--- config.mk ---
export PLATFORM = sky130hd
export DESIGN_NAME = serial_addsub
export DESIGN_NICKNAME = d
export VERILOG_FILES = /design/src/rtl/serial_addsub.sv
export SDC_FILE = /design/constraint.sdc
export NUM_CORES = 1
export LEC_CHECK = 0
export ABC_CLOCK_PERIOD_IN_PS = 2000
export CORE_MARGIN = 4
export CORE_UTILIZATION = 51
export CTS_CLUSTER_DIAMETER = 150
export DETAILED_ROUTE_END_ITERATION = 10
export DONT_BUFFER_PORTS = 1
export PLACE_DENSITY = 0.66
export SETUP_SLACK_MARGIN = 0.1
export SYNTH_ARGS = -nofsm -noshare
export SYNTH_HDL_FRONTEND = slang
export SYNTH_SLANG_ARGS = --single-unit
--- constraint.sdc ---
create_clock -name clk -period 2 [get_ports clk]
set_input_delay 0.3 -clock clk [delete_from_list [all_inputs] [get_ports clk]]
set_output_delay 0.3 -clock clk [all_outputs]
set_load 0.1 [all_outputs]
--- src/rtl/serial_addsub.sv ---
// ============================================================================
// serial_addsub
// ----------------------------------------------------------------------------
// Bit-serial adder/subtractor. A single 1-bit full add/sub cell plus a
// carry/borrow flip-flop process the captured operands LSB first, one bit per
// clock. The result is assembled in a shift register and published to
// sumdiff/carryborrowOut only when the last bit has been processed, so no
// partial result is ever visible on the outputs.
//
// Ports
//   clk             : single clock, all state changes on the rising edge
//   rstn            : asynchronous active-low reset
//   start           : request a new operation (honoured in IDLE and DONE)
//   modeAddSubtract : 0 = a + b + cin, 1 = a - b - bin
//   a, b            : WIDTH-bit operands, captured with start
//   carryborrowIn   : carry-in (add) / borrow-in (subtract), captured with start
//   busy            : high while bits are being processed (SHIFT state)
//   done            : one-cycle pulse, result valid (DONE state)
//   sumdiff         : registered WIDTH-bit sum/difference (modulo 2^WIDTH)
//   carryborrowOut  : registered final carry (add) / borrow (subtract)
// ============================================================================
module serial_addsub #(
    parameter int WIDTH = 8
) (
    input  logic             clk,
    input  logic             rstn,
    input  logic             start,
    input  logic             modeAddSubtract,
    input  logic [WIDTH-1:0] a,
    input  logic [WIDTH-1:0] b,
    input  logic             carryborrowIn,
    output logic             busy,
    output logic             done,
    output logic [WIDTH-1:0] sumdiff,
    output logic             carryborrowOut
);

    localparam int CNT_W = (WIDTH > 2) ? $clog2(WIDTH) : 1;

    typedef enum logic [1:0] {
        IDLE  = 2'd0,
        SHIFT = 2'd1,
        DONE  = 2'd2
    } state_t;

    state_t           state_r;
    logic [CNT_W-1:0] bitCnt_r;
    logic             carry_r;
    logic [WIDTH-1:0] capA_r;
    logic [WIDTH-1:0] capB_r;
    logic             capMode_r;
    logic [WIDTH-1:0] shiftReg_r;
    logic [WIDTH-1:0] sumdiff_r;
    logic             carryborrowOut_r;
    logic             busy_r;
    logic             done_r;

    logic             dBit_s;
    logic             nextCarry_s;
    logic [WIDTH-1:0] shiftNext_s;
    logic             lastBit_s;

    // One-bit full add/sub cell: returns {next carry/borrow, result bit}.
    function automatic logic [1:0] addSubCell(input logic ai, input logic bi,
                                              input logic ci, input logic sub);
        logic d;
        logic c;
        d = ai ^ bi ^ ci;
        if (sub) begin
            c = (~ai & bi) | (ci & ~(ai ^ bi));
        end else begin
            c = (ai & bi) | (ci & (ai ^ bi));
        end
        return {c, d};
    endfunction

    // Bit cell evaluation on the current LSBs of the captured operands.
    always_comb begin
        dBit_s      = 1'b0;
        nextCarry_s = 1'b0;
        {nextCarry_s, dBit_s} = addSubCell(capA_r[0], capB_r[0], carry_r, capMode_r);
        // Result enters at the MSB and moves right, so after WIDTH shifts the
        // first (LSB) result bit sits in bit 0.
        shiftNext_s = {dBit_s, shiftReg_r[WIDTH-1:1]};
        lastBit_s   = (bitCnt_r == CNT_W'(WIDTH - 1));
    end

    // Control FSM with datapath registers and registered status outputs.
    always_ff @(posedge clk or negedge rstn) begin
        if (!rstn) begin
            state_r          <= IDLE;
            bitCnt_r         <= '0;
            carry_r          <= 1'b0;
            capA_r           <= '0;
            capB_r           <= '0;
            capMode_r        <= 1'b0;
            shiftReg_r       <= '0;
            sumdiff_r        <= '0;
            carryborrowOut_r <= 1'b0;
            busy_r           <= 1'b0;
            done_r           <= 1'b0;
        end else begin
            case (state_r)
                IDLE, DONE: begin
                    done_r <= 1'b0;
                    if (start) begin
                        // Capture operation; the carry flip-flop holds cin/bin.
                        capA_r    <= a;
                        capB_r    <= b;
                        capMode_r <= modeAddSubtract;
                        carry_r   <= carryborrowIn;
                        bitCnt_r  <= '0;
                        busy_r    <= 1'b1;
                        state_r   <= SHIFT;
                    end else begin
                        busy_r  <= 1'b0;
                        state_r <= IDLE;
                    end
                end
                SHIFT: begin
                    // Operands shift right so the cell always reads bit 0.
                    capA_r     <= capA_r >> 1;
                    capB_r     <= capB_r >> 1;
                    carry_r    <= nextCarry_s;
                    shiftReg_r <= shiftNext_s;
                    bitCnt_r   <= bitCnt_r + CNT_W'(1);
                    if (lastBit_s) begin
                        sumdiff_r        <= shiftNext_s;
                        carryborrowOut_r <= nextCarry_s;
                        busy_r           <= 1'b0;
                        done_r           <= 1'b1;
                        state_r          <= DONE;
                    end else begin
                        busy_r  <= 1'b1;
                        done_r  <= 1'b0;
                        state_r <= SHIFT;
                    end
                end
                default: begin
                    busy_r  <= 1'b0;
                    done_r  <= 1'b0;
                    state_r <= IDLE;
                end
            endcase
        end
    end

    assign busy           = busy_r;
    assign done           = done_r;
    assign sumdiff        = sumdiff_r;
    assign carryborrowOut = carryborrowOut_r;

endmodule

==> out/summary.txt <==
Detail Route Antenna Nets: 0
Die Area: 0.004269 mm2
nets: 194
Setup Slack @ Placement: 0.3152 ns
Hold Crit Class: input pin to register
Post-Syn Area: 0.001677 mm2
num rows: 20
post-CTS sizing: 0
IO Pins: 32
Critical Path AT: 1.92 ns
Non-Filler Instances: 214
initial antenna violation count: 0
Setup-failing EPs final: 0
die extent in y: 65.34 um
vias in the first global route: 1163
GP Congestion: 0.7784
Num Clock Sinks: 39
Max Buffers Root-to-Sink: 2
data required time of the critical path: 2.24 ns
setup tns final: 0 ns
TritonCTS clock tree: yes
drt first pass iters: 5
fillers: 313
Hold Vio Cnt, Final: 0
Initial Util: 54.03%
RSZ-0062 raised after global routing: false
Layout Area Growth over Synthesis: 7.089%
Crit Path Max Fanout: 11
# diodes: 0
Post-DP HPWL: 1.987 mm
Area contributors post-synth: dfrtp_1 (58%), nand2_1 (12%), mux2_2 (5.4%), a31oi_1 (5.2%), nor2_1 (3.1%)
most common cell after layout, fill and taps aside: nand2_1
CTS buffer count: 5
max_slew headroom: 39.19%
global-route wire length before repair: 5.209 mm
largest area contributor in the netlist: dfrtp_1
Worst-path clk slew: 0.12 ns
CTS root buffer: clkbuf_4
startpoint types: register
FF+latch count, synth: 39
Worst-Margin Slew: 0.9122 ns
proportion of layout cells with a drive suffix above 1: 14.12%
Worst-Skew Late Latency: 0.35 ns
syn_area_per_cell: 10.22 um2
GRT overflow: 0
largest net degree at the start of global routing: 40
crit path kind: register to register
Post-Syn Instances: 164
overall routing resource usage: 16.33%
Yosys Warn Count: 0
DR vias/cell: 5.252
WL/cell: 13.71 um
top cell type's share of synthesized area: 58.21%
Placed Cells: 204
Final Cycle Share: 83.62%
status: completed
Remaining DRCs: 0
chip width: 65.34 um
Seq/Total Area, Yosys: 58.21%
Post-Syn Nets: 189
port buffer count: 0
Critical Path Sink Type: register
Setup Skew: 0.01133 ns
H-tree depth: 2
commonest non-fill, non-tap cells in the layout: nand2_1 (55), dfrtp_1 (39), nor2_1 (14), a31oi_1 (14), mux2_2 (8)
synth unique cells: 20
fmax: 598.0 MHz
Max-Cap Viols: 0
Starting DRT DRC Count: 46
Slew Limit Fails: 0
core box area: 0.003103 mm2
setup ws final: 0.3277 ns
vias: 1124
final WL: 2.934 mm
Tmin final: 1.672 ns
-- state kept, by name, indices dropped and copies added (netlist names) --
name            count
bitCnt_r            3
capA_r              8
capB_r              8
capMode_r           1
carry_r             1
carryborrowOut      1
done                1
shiftReg_r          7
state_r             1
sumdiff             8
-- per-layer routing --
metal	up-vias	routed length, um	GRT usage, %
met5	-	0	0
met4	0	46	6.477
met3	7	165	6.667
met2	31	1427	27.31
met1	539	1295	18.53
li1	547	-	-
-- per-stage QoR --
step	hold WS [ns]	utilization (%)	area (um2)
floorplan	0.004409	-	1677
global placement	0.005589	55.20	1713
detailed placement	0.005403	55.20	1713
CTS	0.06328	57.86	1795
global route	0.05343	57.86	1795
finish	0.07140	57.86	1795
-- synth_stat cells, drive strengths merged --
cell type and number:
nand2 55, mux2 8, ha 2, buf 9
nand2b 2, a31oi 14, o21ai 4, dfrtp 39
o211ai 1, nor2b 2, clkbuf 1, nor2 15
nand3 2, a22o 4, inv 3, nand3b 1
fa 2
-- worst paths after layout --
check,endpoint,depth (start not counted),slack (ns),startpoint
hold reg to reg,shiftReg_r[5],2,0.51,shiftReg_r[6]
setup reg to reg,sumdiff[0],4,0.33,bitCnt_r[0]
setup / recovery,sumdiff[0],4,0.33,bitCnt_r[0]
max in group asynchronous,capB_r[1],2,1.40,rstn
hold / removal,capMode_r,2,0.07,modeAddSubtract
min in group asynchronous,sumdiff[1],2,0.40,rstn
-- cell type report --
type	instances	area (um2)	area share (%)
clock buffer	5	37.54	2.091
clock inverter	3	15.01	0.8362
inverter	3	11.26	0.6272
multi-input combinational	112	613.1	34.15
sequential	39	975.9	54.36
tap	44	55.05	3.066
timing repair buffer	8	87.58	4.878
-- what timing repair did --
| item | CTS | global route |
|---|---|---|
| hold endpoints to repair | 39 | 0 |
| hold buffers | 2 | 0 |
| setup buffers | 0 | 0 |
-- logic make-up (layout without fill, tap and decap cells) --
group / after synthesis / count (layout) / share of synthesized area (%)
AND/OR/NAND/NOR: 77 / 77 / 18.36
flip-flops: 39 / 39 / 58.21
AO/OA/AOI/OAI: 23 / 23 / 8.955
buffers and inverters: 13 / 19 / 5.224
multiplexers: 8 / 8 / 5.373
adder cells (fa/ha/maj): 4 / 4 / 3.880
-- critical path: stages (launching register included) --
cell and delay (ns):
dfrtp_1 0.41, ha_1 0.21, ha_1 0.19, nand3b_1 0.38
mux2_2 0.39
Power is left out: the tool's default activity adds up to more than one toggle a clock period on the data nets, which glitch-free logic cannot reach.
